==> src/rtl/fitness_timer_ctrl.sv <==
// fitness_timer_ctrl: latches the switch configuration on start, loads the
// workout duration from the combinational circuit, counts it down as mm:ss
// on the 1 Hz tick, and raises a timed alarm when the workout finishes.
module fitness_timer_ctrl #(
  parameter int ALARM_TICKS = 5
) (
  input  logic       clk,
  input  logic       rst,
  input  logic       tick,
  input  logic       start,
  input  logic       pause,
  input  logic       stop,
  input  logic [7:0] sw_cfg,
  input  logic [7:0] t3,
  output logic [7:0] cfg_out,
  output logic [7:0] min_left,
  output logic [5:0] sec_left,
  output logic [2:0] state,
  output logic       busy,
  output logic       alarm,
  output logic       done_pulse
);

  localparam logic [2:0] S_IDLE  = 3'd0;
  localparam logic [2:0] S_LOAD  = 3'd1;
  localparam logic [2:0] S_RUN   = 3'd2;
  localparam logic [2:0] S_PAUSE = 3'd3;
  localparam logic [2:0] S_DONE  = 3'd4;

  // Alarm count on which DONE gives up and returns to IDLE.
  localparam logic [7:0] ALARM_LAST = 8'(ALARM_TICKS - 1);

  logic [2:0] state_reg, state_next;
  logic [7:0] cfg_reg;
  logic [7:0] min_reg;
  logic [5:0] sec_reg;
  logic [7:0] alarm_cnt_reg;
  logic       done_pulse_reg;
  logic       last_second;

  // A tick at 00:01 (or a degenerate 00:00) finishes the countdown.
  assign last_second = (min_reg == 8'd0) && (sec_reg <= 6'd1);

  // State register.
  always_ff @(posedge clk or posedge rst) begin
    if (rst) state_reg <= S_IDLE;
    else     state_reg <= state_next;
  end

  // Next-state logic; stop outranks pause, which outranks tick.
  always_comb begin
    state_next = state_reg;
    case (state_reg)
      S_IDLE: begin
        if (start) state_next = S_LOAD;
      end
      S_LOAD: begin
        if (stop)            state_next = S_IDLE;
        else if (t3 == 8'd0) state_next = S_DONE;
        else                 state_next = S_RUN;
      end
      S_RUN: begin
        if (stop)                     state_next = S_IDLE;
        else if (pause)               state_next = S_PAUSE;
        else if (tick && last_second) state_next = S_DONE;
      end
      S_PAUSE: begin
        if (stop)       state_next = S_IDLE;
        else if (pause) state_next = S_RUN;
      end
      S_DONE: begin
        if (stop || start)                              state_next = S_IDLE;
        else if (tick && (alarm_cnt_reg >= ALARM_LAST)) state_next = S_IDLE;
      end
      default: state_next = S_IDLE;
    endcase
  end

  // Output decode from the registered state.
  always_comb begin
    busy  = 1'b0;
    alarm = 1'b0;
    case (state_reg)
      S_LOAD, S_RUN, S_PAUSE: busy  = 1'b1;
      S_DONE:                 alarm = 1'b1;
      default: ;
    endcase
  end

  // Configuration latch: only an accepted start in IDLE captures the switches.
  always_ff @(posedge clk or posedge rst) begin
    if (rst)                                 cfg_reg <= 8'd0;
    else if (state_reg == S_IDLE && start)   cfg_reg <= sw_cfg;
  end

  // mm:ss countdown; abort clears it, pause suppresses a coincident tick.
  always_ff @(posedge clk or posedge rst) begin
    if (rst) begin
      min_reg <= 8'd0;
      sec_reg <= 6'd0;
    end else if (state_reg != S_IDLE && stop) begin
      min_reg <= 8'd0;
      sec_reg <= 6'd0;
    end else if (state_reg == S_LOAD) begin
      min_reg <= t3;
      sec_reg <= 6'd0;
    end else if (state_reg == S_RUN && !pause && tick) begin
      if (sec_reg != 6'd0) begin
        sec_reg <= sec_reg - 6'd1;
      end else if (min_reg != 8'd0) begin
        min_reg <= min_reg - 8'd1;
        sec_reg <= 6'd59;
      end
    end
  end

  // Alarm tick counter lives only while DONE persists; any exit clears it.
  always_ff @(posedge clk or posedge rst) begin
    if (rst)
      alarm_cnt_reg <= 8'd0;
    else if (state_reg == S_DONE && state_next == S_DONE) begin
      if (tick) alarm_cnt_reg <= alarm_cnt_reg + 8'd1;
    end else
      alarm_cnt_reg <= 8'd0;
  end

  // Single-cycle pulse marking entry into DONE.
  always_ff @(posedge clk or posedge rst) begin
    if (rst) done_pulse_reg <= 1'b0;
    else     done_pulse_reg <= (state_next == S_DONE) && (state_reg != S_DONE);
  end

  assign state      = state_reg;
  assign cfg_out    = cfg_reg;
  assign min_left   = min_reg;
  assign sec_left   = sec_reg;
  assign done_pulse = done_pulse_reg;

endmodule

==> config.mk <==
export PLATFORM = sky130hd
export DESIGN_NAME = fitness_timer_ctrl
export DESIGN_NICKNAME = d
export VERILOG_FILES = /design/src/rtl/fitness_timer_ctrl.sv
export SDC_FILE = /design/constraint.sdc
export NUM_CORES = 1
export LEC_CHECK = 0
export ABC_AREA = 1
export CORE_UTILIZATION = 45
export CTS_BUF_LIST = sky130_fd_sc_hd__clkbuf_4
export DETAILED_ROUTE_END_ITERATION = 7
export GPL_TIMING_DRIVEN = 0
export HOLD_SLACK_MARGIN = 0.05
export PLACE_DENSITY = 0.75
export SLEW_MARGIN = 20
export SYNTH_ARGS = -nofsm -noshare
export SYNTH_HDL_FRONTEND = slang
export SYNTH_SLANG_ARGS = --single-unit
==> constraint.sdc <==
create_clock -name clk -period 2 [get_ports clk]
set_clock_uncertainty 0.1 [all_clocks]
set_input_delay 0.3 -clock clk [delete_from_list [all_inputs] [get_ports clk]]
set_output_delay 0.3 -clock clk [all_outputs]
set_load 0.005 [all_outputs]
# Word-level counts from Yosys, hierarchy flattened
# Cells that the tools add are included.
# word_totals
register_bits	34
elab_cells	67
# classes
addsub	3
order_cmp	2
n_eq_ne	8
mux	25
reduce_logical	23
# op_table
operator	n
$mux 8	7
$mux 3	10
$mux 6	5
$logic_not 8->1	2
$pmux 3 s5	1
$logic_and 1x1->1	9
$reduce_bool 3->1	3
$add 8x1->8 const B	1
$ge 8x3->1 const B	1
$reduce_bool 8->1	1
$sub 8x1->8 const B	1
$eq 3x2->1 const B	2
$eq 3x3->1 const B	2
$le 6x1->1 const B	1
$ne 3x3->1 const B	2
$reduce_bool 6->1	1
$sub 6x1->6 const B	1
$reduce_bool 4->1	1
$eq 3x1->1 const B	1
$logic_not 3->1	1
$reduce_and 3->1	1
$reduce_or 3->1	1
$mux 1	2
$ne 2x2->1 const B	1
3 further kinds	3

# Logic depth before layout (Yosys ltp)
# Gate-level depths: netlist (run 1).
# logic_depth
depth_word	10
mapped_depth	10

# Worst setup path before layout (run 1)
# OpenSTA, ideal clock, no wires.
# synth_path
path_kind	register to register
from	register min_reg[0] (netlist: min_left[0])
to	register sec_reg[1] (netlist: sec_left[1])
arrival_time_ps	1299
slack_ps	477
stages_incl_launch_ff	10
path_buffers	0
period_less_slack_ps	1523
path_cell_list	dfrtp_1 inv_1 ha_1 inv_1 nor2_1 nand2_1 o21ai_4 nand2_8 nand2_1 o21ai_1
# synth_between
elab_chain_len	3
# synth_rtl
item	line	text
from (decl)	35	logic [7:0] min_reg;
from (signal assigned)	105	min_reg <= t3;
from (signal assigned)	111	min_reg <= min_reg - 8'd1;
$reduce_bool 8->1	110	end else if (min_reg != 8'd0) begin
$reduce_bool 4->1 (no line)	-	
$reduce_and 2->1 (no line)	-	
to (signal assigned)	109	sec_reg <= sec_reg - 6'd1;
to (decl)	36	logic [5:0] sec_reg;
# No other way between the ends.
# A chain may end at the register's enable or synchronous reset.

# Final worst setup path (run 1)
# layout_path
from	register state_reg[2] (netlist: state[2])
to	output busy
# layout_between
elab_chain_len	3
# layout_rtl
item	line	text
from (decl)	33	logic [2:0] state_reg, state_next;
from (signal assigned)	47	else state_reg <= state_next;
$eq 3x1->1 or $eq 3x2->1 (tied branches)	83	case (state_reg)
$reduce_or 3->1 *	83	
$mux 1 *	83	
to (decl)	19	output logic busy,
# Every way passes the cells marked *; elsewhere a longest branch is shown, timed or not.

==> impl_metrics.ini, run 1 <==
[timing]
min_period_ps = 1870
slew_violations = 0
setup-tns-final_ps = 0
period_share_pct = 93.4
tightest_slew_ps = 704
timing_hold_violations_final = 0
grt_setup_unrepaired = false
final-setup-viol-count = 0
clock.fmax_mhz = 535
slew_headroom_pct = 53.0

[logic_synthesis]
synth_area_um2 = 2040
async_flop_share_pct = 100
seq_area_frac_synth_pct = 41.7
synth_edf_count = 0
syn_nets = 282
synth_seq_cells = 34
synthCells = 253
ys.flop_type = dfrtp_1
synth_cell_types = 31
syn_area_per_cell_um2 = 8.06
yosys_warnings = 0

[min_path]
hold_class = primary input to async pin

[global_route]
antenna_found_initial = 0
grt_pass1_wl_um = 7610
grt-ovfl-total = 0
grt_max_degree = 35
grt_pass1_vias = 1720
grt_use_total_pct = 20.0

[finish]
drive_above_1_share_pct = 14.7
final_common_cell = nand2_1
syn_to_final_growth_pct = 32.4
final_net_count = 341
num-fill-cells = 371
stdcell_count = 364
antenna-diode-count = 0
final_cell_mix = nand2_1 (49), clkdlybuf4s50_1 (48), inv_1 (33), nand3_1 (33), dfrtp_1 (31)

[critical_path]
critPathRequiredTime_ps = 1600
cp_max_fo = 8
crit_slowest_cell = clkdlybuf4s50_1
cpPeakStageDelay_ps = 500
rr_worst_depth = 9
worst_setup_path_end_kind = output pin
crit_cells = 2
ff2ff_setup_slack_ps = 220
critical-path-top-delay-family = buffers and inverters
cp-start-kind = register
critPathKind = register to output pin
crit_buf_inv = 1
crit_arrival_ps = 1470
cp_cell_sequence = nor2_1 > clkdlybuf4s50_1

[drt]
via_per_inst = 5.08
wire_per_inst_um = 12.2
drtAntennaViolNets = 0
drc = 0
dr.pass1.iters = 4
vias = 1849
drt_wl_total_um = 4440
drtIter0Drc = 62

[status]
outcome = finished, final reports clean

[die]
die_x_um = 69.3
core_um2 = 4350
fp.dieH_um = 69.3
dieArea_um2 = 4800
pin_count = 50
start_util_pct = 46.8
row_count = 24

[clocking]
cts_tree = built
cts_buffers = 5
cts_root_buf = clkbuf_4
clkTransAtPathRegs_ps = 110
clockBufferDepth = 2
clock_sinks = 34
clk_latency_ps = 340
h-tree-depth = 2

[flow_run]
max-cap-violations = 0

[power_and_ir_drop]
power_density_nw_per_um2 = 1250
total_leakage_power_uw = 0.00129
peakVddDrop_v = 0.000643

[placement]
place_hpwl_um = 3280
placed_cells = 354
place.gp.congestion = 0.823
io_buffers = 49
## worst register-to-register path: stages (launching register included)
cell	delay, ps
dfrtp_1	400
inv_1	130
ha_1	220
inv_1	60
nor2_1	40
nand2_1	170
nand3_2	190
nand2_4	170
nand2_4	80
o21ai_1	140
## cells in the mapped netlist, types with 2 or more instances
master	instances	area share, %
nor2_4	2	1.1
o21ai_0	8	2.0
nand3_2	2	0.98
a21oi_1	5	1.2
ha_1	7	4.3
mux2_2	8	4.4
nand2_1	49	9.0
nor2_2	4	1.2
nand4_1	6	1.8
nand3b_1	2	0.74
nand3_1	33	8.1
o21ai_1	11	2.7
nand2_4	3	1.7
nor2_1	25	4.6
inv_2	4	0.74
nor3_1	3	0.74
dfrtp_1	34	42
inv_1	34	6.3
## where the power goes
group	internal, uW	switching (uW)	leakage (uW)
logic	888	939	0.000819
registers	886	187	0.000434
clock network	253	234	0.0000387
total	2030	1360	0.00129
## worst paths after layout
check,end,startpoint
worst max-delay path,busy,state[2]
worst min-delay path,done_pulse,rst
worst max register to register,min_left[4],min_left[0]
worst min register to register,alarm_cnt_reg[4],alarm_cnt_reg[4]
max in group asynchronous,state[1],rst
min in group clk,alarm_cnt_reg[4],alarm_cnt_reg[4]
## area by class of cell
class	count	area, um^2	area share, %
plain buffers	2	16.3	0.603
clock buffers	5	37.5	1.39
clock inverters	2	33.8	1.25
inverters	40	158	5.84
multi-input cells	177	1020	37.7
flip-flops and latches	34	855	31.7
well taps	52	65.1	2.41
repair buffers	52	515	19.1
## timing repair
| action | CTS | global route |
|---|---|---|
| pin swaps | 0 | 1 |
| endpoints found under the setup margin | 1 | 1 |
| hold buffers | 0 | 0 |
| setup buffers | 1 | 2 |
| gates resized for setup | 4 | 1 |
## logic make-up after synthesis
family / count (synthesis) / share of synthesized area [%]
flops: 34 / 41.7
xor+xnor: 1 / 0.430
simple gates: 134 / 33.1
compound gates: 27 / 7.49
mux: 8 / 4.42
fa+ha+maj: 7 / 4.30
buf+inv: 42 / 8.53
## routing by layer
| metal | routed length (um) | part of all wire, % | GRT usage (%) |
|---|---|---|---|
| met5 | 0 | 0 | 0 |
| met4 | 79 | 1.8 | 7.26 |
| met2 | 2180 | 49 | 33.9 |
| met1 | 2010 | 45 | 24.9 |
| met3 | 176 | 4.0 | 4.51 |
## metrics by stage
step	util, %	power [uW]	setup slack (ps)	instance area (um^2)	hold slack (ps)
floorplan	-	2190	477	2040	342
global placement	59.6	2830	40.2	2590	371
detailed placement	59.6	2870	45.1	2590	381
CTS	61.6	3380	8.25	2680	309
global route	62.0	3660	92.3	2700	350
finish	62.0	3390	133	2700	288
(Power assumes the default switching activity.)
==> run 2: changes to the inputs <==
--- a/config.mk
+++ b/config.mk
@@ -6,13 +6,13 @@
 export NUM_CORES = 1
 export LEC_CHECK = 0
 export ABC_AREA = 1
+export CORE_MARGIN = 3
 export CORE_UTILIZATION = 45
 export CTS_BUF_LIST = sky130_fd_sc_hd__clkbuf_4
 export DETAILED_ROUTE_END_ITERATION = 7
 export GPL_TIMING_DRIVEN = 0
 export HOLD_SLACK_MARGIN = 0.05
 export PLACE_DENSITY = 0.75
-export SLEW_MARGIN = 20
 export SYNTH_ARGS = -nofsm -noshare
 export SYNTH_HDL_FRONTEND = slang
 export SYNTH_SLANG_ARGS = --single-unit
==> impl_metrics.ini, run 2 (same netlist as run 1, synthesis figures left out) <==
[finish]
final_cell_mix = nand2_1 (48), clkdlybuf4s50_1 (48), inv_1 (33), nand3_1 (33), dfrtp_1 (31)
fin_area_um2 = 2750
antenna-diode-count = 0
final_net_count = 341
syn_to_final_growth_pct = 35.1
postLayoutCoreUtil_pct = 66.0
num-fill-cells = 361
drive_above_1_share_pct = 15.3

[drt]
drtAntennaViolNets = 0
wire_per_inst_um = 12.7
drc = 0
drt_wl_total_um = 4610
vias = 1837
dr.pass1.iters = 4
drtIter0Drc = 80
via_per_inst = 5.06

[power_and_ir_drop]
power_switching_uw = 1380
total_power_uw = 3540
power_density_nw_per_um2 = 1280
seqPwrFrac_pct = 30.2
power.share.combinational_pct = 51.8
peakVddDrop_v = 0.000663
p_clk_share_pct = 18.0
intPower_uw = 2160
total_leakage_power_uw = 0.00131
p_sw_share_pct = 38.9

[critical_path]
critPathKind = register to output pin
cp-startpoint = state[2]
worst_setup_path_end_kind = output pin
cp-start-kind = register
crit_arrival_ps = 1480
cp_max_fo = 8
worstReg2RegStart = min_left[0]
critPathRequiredTime_ps = 1600

[clocking]
clkTransAtPathRegs_ps = 120
h-tree-depth = 2
cts_tree = built
cts_root_buf = clkbuf_4
clock_sinks = 34
cts_buffers = 5
clk_latency_ps = 350
cts_hold_buf = 0
clockBufferDepth = 2

[placement]
place_hpwl_um = 3460
place.gp.congestion = 0.838
placed_cell_area_um2 = 2590
post-place-ws_ps = 20.7
io_buffers = 49

[timing]
min_period_ps = 1880
period_share_pct = 94.2
slew_violations = 0
slew_headroom_pct = 69.8
final-setup-viol-count = 0
timing_hold_violations_final = 0
setup-tns-final_ps = 0
clock.fmax_mhz = 531
setup_slack_ps = 116
tightest_slew_ps = 450
grt_setup_unrepaired = false

[global_route]
grt_max_degree = 35
grt_use_total_pct = 18.6
grt_pass1_vias = 1669
grt_pass1_wl_um = 7730
antenna_found_initial = 0
grt-ovfl-total = 0

[die]
fp.dieH_um = 73.3
core_um2 = 4170
die_x_um = 73.3
start_util_pct = 48.8
dieArea_um2 = 5370
row_count = 23
pin_count = 50

[status]
outcome = finished, final reports clean

[min_path]
hold_class = primary input to async pin

[flow_run]
max-cap-violations = 0
==> run 2: cell count changes in the layout (fill, tap and decap cells not counted), sizes merged <==
cell	before	now
bufinv	1	2
inv	39	38
clkinv	2	3
==> run 2: what timing repair did <==
action	4_1_cts	5_1_grt
setup buffers	2	0
gates resized for setup	5	1
gates cloned	0	0
setup endpoints to repair	1	1
pin swaps	0	1
==> run 2: power groups by stage <==
stage | combinational, uW | sequential (uW) | clock, uW
detailed placement | 1790 | 1090 | 0
CTS | 1830 | 1070 | 658
global placement | 1760 | 1080 | 0
floorplan | 1120 | 1070 | 0
finish | 1830 | 1070 | 638
global route | 2060 | 1100 | 686
==> run 2: layout make-up <==
| type | instances | area (um^2) | area share (%) |
|---|---|---|---|
| timing repair buffer | 52 | 536 | 19.4 |
| clock inverter | 3 | 68.8 | 2.50 |
| sequential | 34 | 855 | 31.0 |
| multi-input combinational | 177 | 1020 | 37.1 |
| inverter | 40 | 158 | 5.72 |
| buffer | 2 | 16.3 | 0.591 |
| tap | 50 | 62.6 | 2.27 |
| clock buffer | 5 | 37.5 | 1.36 |
==> run 2: path summary, 6_finish.rpt <==
path,endpoint,slack (ps),depth (start not counted)
hold / removal,alarm_cnt_reg[6],100,2
setup / recovery,busy,120,2
min in group clk,alarm_cnt_reg[7],400,2
max in group asynchronous,state[1],1250,3
setup reg to reg,min_left[3],280,9
hold reg to reg,alarm_cnt_reg[7],400,2
==> run 2: critical path, stage by stage (launching register included) <==
cell,delay (ps)
dfrtp_2,500
nor2_1,130
clkdlybuf4s50_1,510
==> run 2: through the flow <==
stage,cells,hold WS [ps]
global route,363,88.2
floorplan,253,342
global placement,352,370
detailed placement,352,381
finish,363,96.9
CTS,362,403
==> run 2: per-layer routing <==
layer	vias to the layer above	part of all wire, %	track usage [%]	routed length [um]
li1	937	-	-	-
met1	854	45	24.0	2060
met2	38	50	30.3	2300
met3	8	3.9	3.83	178
met4	0	1.6	7.85	74
met5	-	0	0	0
==> run 3: changes to the inputs <==
--- a/config.mk
+++ b/config.mk
@@ -12,7 +12,7 @@
 export DETAILED_ROUTE_END_ITERATION = 7
 export GPL_TIMING_DRIVEN = 0
 export HOLD_SLACK_MARGIN = 0.05
-export PLACE_DENSITY = 0.75
+export PLACE_DENSITY_LB_ADDON = 0.25
 export SYNTH_ARGS = -nofsm -noshare
 export SYNTH_HDL_FRONTEND = slang
 export SYNTH_SLANG_ARGS = --single-unit
==> impl_metrics.ini, run 3 (same netlist as run 1, synthesis figures left out) <==
[status]
outcome = finished, final reports clean

[global_route]
grt-ovfl-total = 0
grt_use_total_pct = 18.3
antenna_found_initial = 0
grt_pass1_wl_um = 7650
grt_pass1_vias = 1732
grt_max_degree = 35

[finish]
seqCellArea_um2 = 852
multi_input_area_um2 = 1020
final_common_cell = nand2_1
final_cell_mix = nand2_1 (48), clkdlybuf4s50_1 (47), inv_1 (33), nand3_1 (33), dfrtp_1 (33)
num-fill-cells = 365
stdcell_count = 363
antenna-diode-count = 0
final_net_count = 341
syn_to_final_growth_pct = 31.3
drive_above_1_share_pct = 14.7

[critical_path]
critical-path-top-delay-family = buffers and inverters
cp_max_fo = 5
cp-start-kind = register
critPathKind = register to output pin
critPathRequiredTime_ps = 1600
crit_buf_inv = 2
worst_setup_path_end_kind = output pin
crit_arrival_ps = 1410
crit_slowest_cell = clkdlybuf4s50_1
cpPeakStageDelay_ps = 490
cp_cell_sequence = buf_4 > clkdlybuf4s50_1

[die]
start_util_pct = 48.8
dieArea_um2 = 5370
die_x_um = 73.3
row_count = 23
pin_count = 50
core_um2 = 4170
fp.dieH_um = 73.3

[drt]
drc = 0
dr.pass1.iters = 4
wire_per_inst_um = 12.7
via_per_inst = 5.08
drt_wl_total_um = 4620
vias = 1843
drtIter0Drc = 64
drtAntennaViolNets = 0

[timing]
period_share_pct = 90.4
timing_hold_violations_final = 0
tightest_slew_ps = 718
clock.fmax_mhz = 553
min_period_ps = 1810
setup_slack_ps = 193
final-setup-viol-count = 0
grt_setup_unrepaired = false
slew_headroom_pct = 52.1
setup-tns-final_ps = 0
slew_violations = 0

[power_and_ir_drop]
total_leakage_power_uw = 0.00129
peakVddDrop_v = 0.000766
power_density_nw_per_um2 = 1220
total_power_uw = 3260

[placement]
post-place-ws_ps = 3.79
placed_cells = 352
io_buffers = 49
place_hpwl_um = 3470
place.gp.congestion = 0.872

[clocking]
cts_root_buf = clkbuf_4
cts_hold_buf = 0
clk_latency_ps = 350
clkTransAtPathRegs_ps = 110
cts_buffers = 5
h-tree-depth = 2
cts_tree = built
clock_sinks = 34
clockBufferDepth = 2

[min_path]
hold_class = primary input to async pin

[flow_run]
max-cap-violations = 0
==> run 3: cell types whose count changed in the layout (fill, tap and decap cells not counted), sizes merged <==
cell and delta:
clkinvlp +1, clkdlybuf4s50 -1, bufinv -2, dlymetal6s2s +1, inv +1
==> run 3: timing repair <==
action,4_1_cts,5_1_grt
endpoints found under the setup margin,1,2
gates resized for setup,1,3
setup buffers,1,2
pin swaps,1,1
==> run 3: worst register-to-register path, cell delays in order (launching register included) <==
cell and delay, ps:
dfrtp_1 410, inv_1 120, ha_1 230, inv_1 60, nor2_1 40, nand2_1 160, nand3_2 210, nand2_4 180
nand2_4 70, o21ai_1 120
==> run 3: report_power, final <==
part,total [uW],switching (uW),internal [uW]
combinational,1810,927,885
clock,378,247,131
sequential,1070,188,884
total,3260,1360,1900
==> run 3: path summary, 6_finish.rpt <==
check	startpoint	end	slack, ps	depth (start not counted)
max in group asynchronous	rst	state[2]	1010	2
setup / recovery	state[1]	state[1]	190	2
min in group clk	alarm_cnt_reg[3]	alarm_cnt_reg[3]	400	2
hold reg to reg	alarm_cnt_reg[3]	alarm_cnt_reg[3]	400	2
hold / removal	rst	min_left[0]	280	2
setup reg to reg	min_left[0]	min_left[4]	230	9
==> run 3: area by class of cell <==
cell class / instances / share of cell area [%]
clock inverters: 3 / 0.608
plain buffers: 2 / 0.608
multi-input cells: 177 / 38.0
well taps: 50 / 2.34
inverters: 40 / 5.89
clock buffers: 5 / 1.40
flip-flops and latches: 34 / 31.8
repair buffers: 52 / 19.4
==> run 3: per-stage QoR <==
step	utilization [%]	instance area [um^2]	hold WS (ps)
6_report	64.1	2680	284
4_1_cts	63.6	2650	407
3_5_place_dp	62.1	2590	382
5_1_grt	64.1	2680	342
2_1_floorplan	-	2040	342
3_3_place_gp	62.1	2590	371
==> run 3: layer usage <==
layer  global-route usage, %  wire length [um]  vias to the layer above
met3                    4.24               198                        6
met1                    21.6              1990                      866
li1                        -                 -                      936
met2                    33.0              2380                       35
met4                    5.43                53                        0
met5                       0                 0                        -
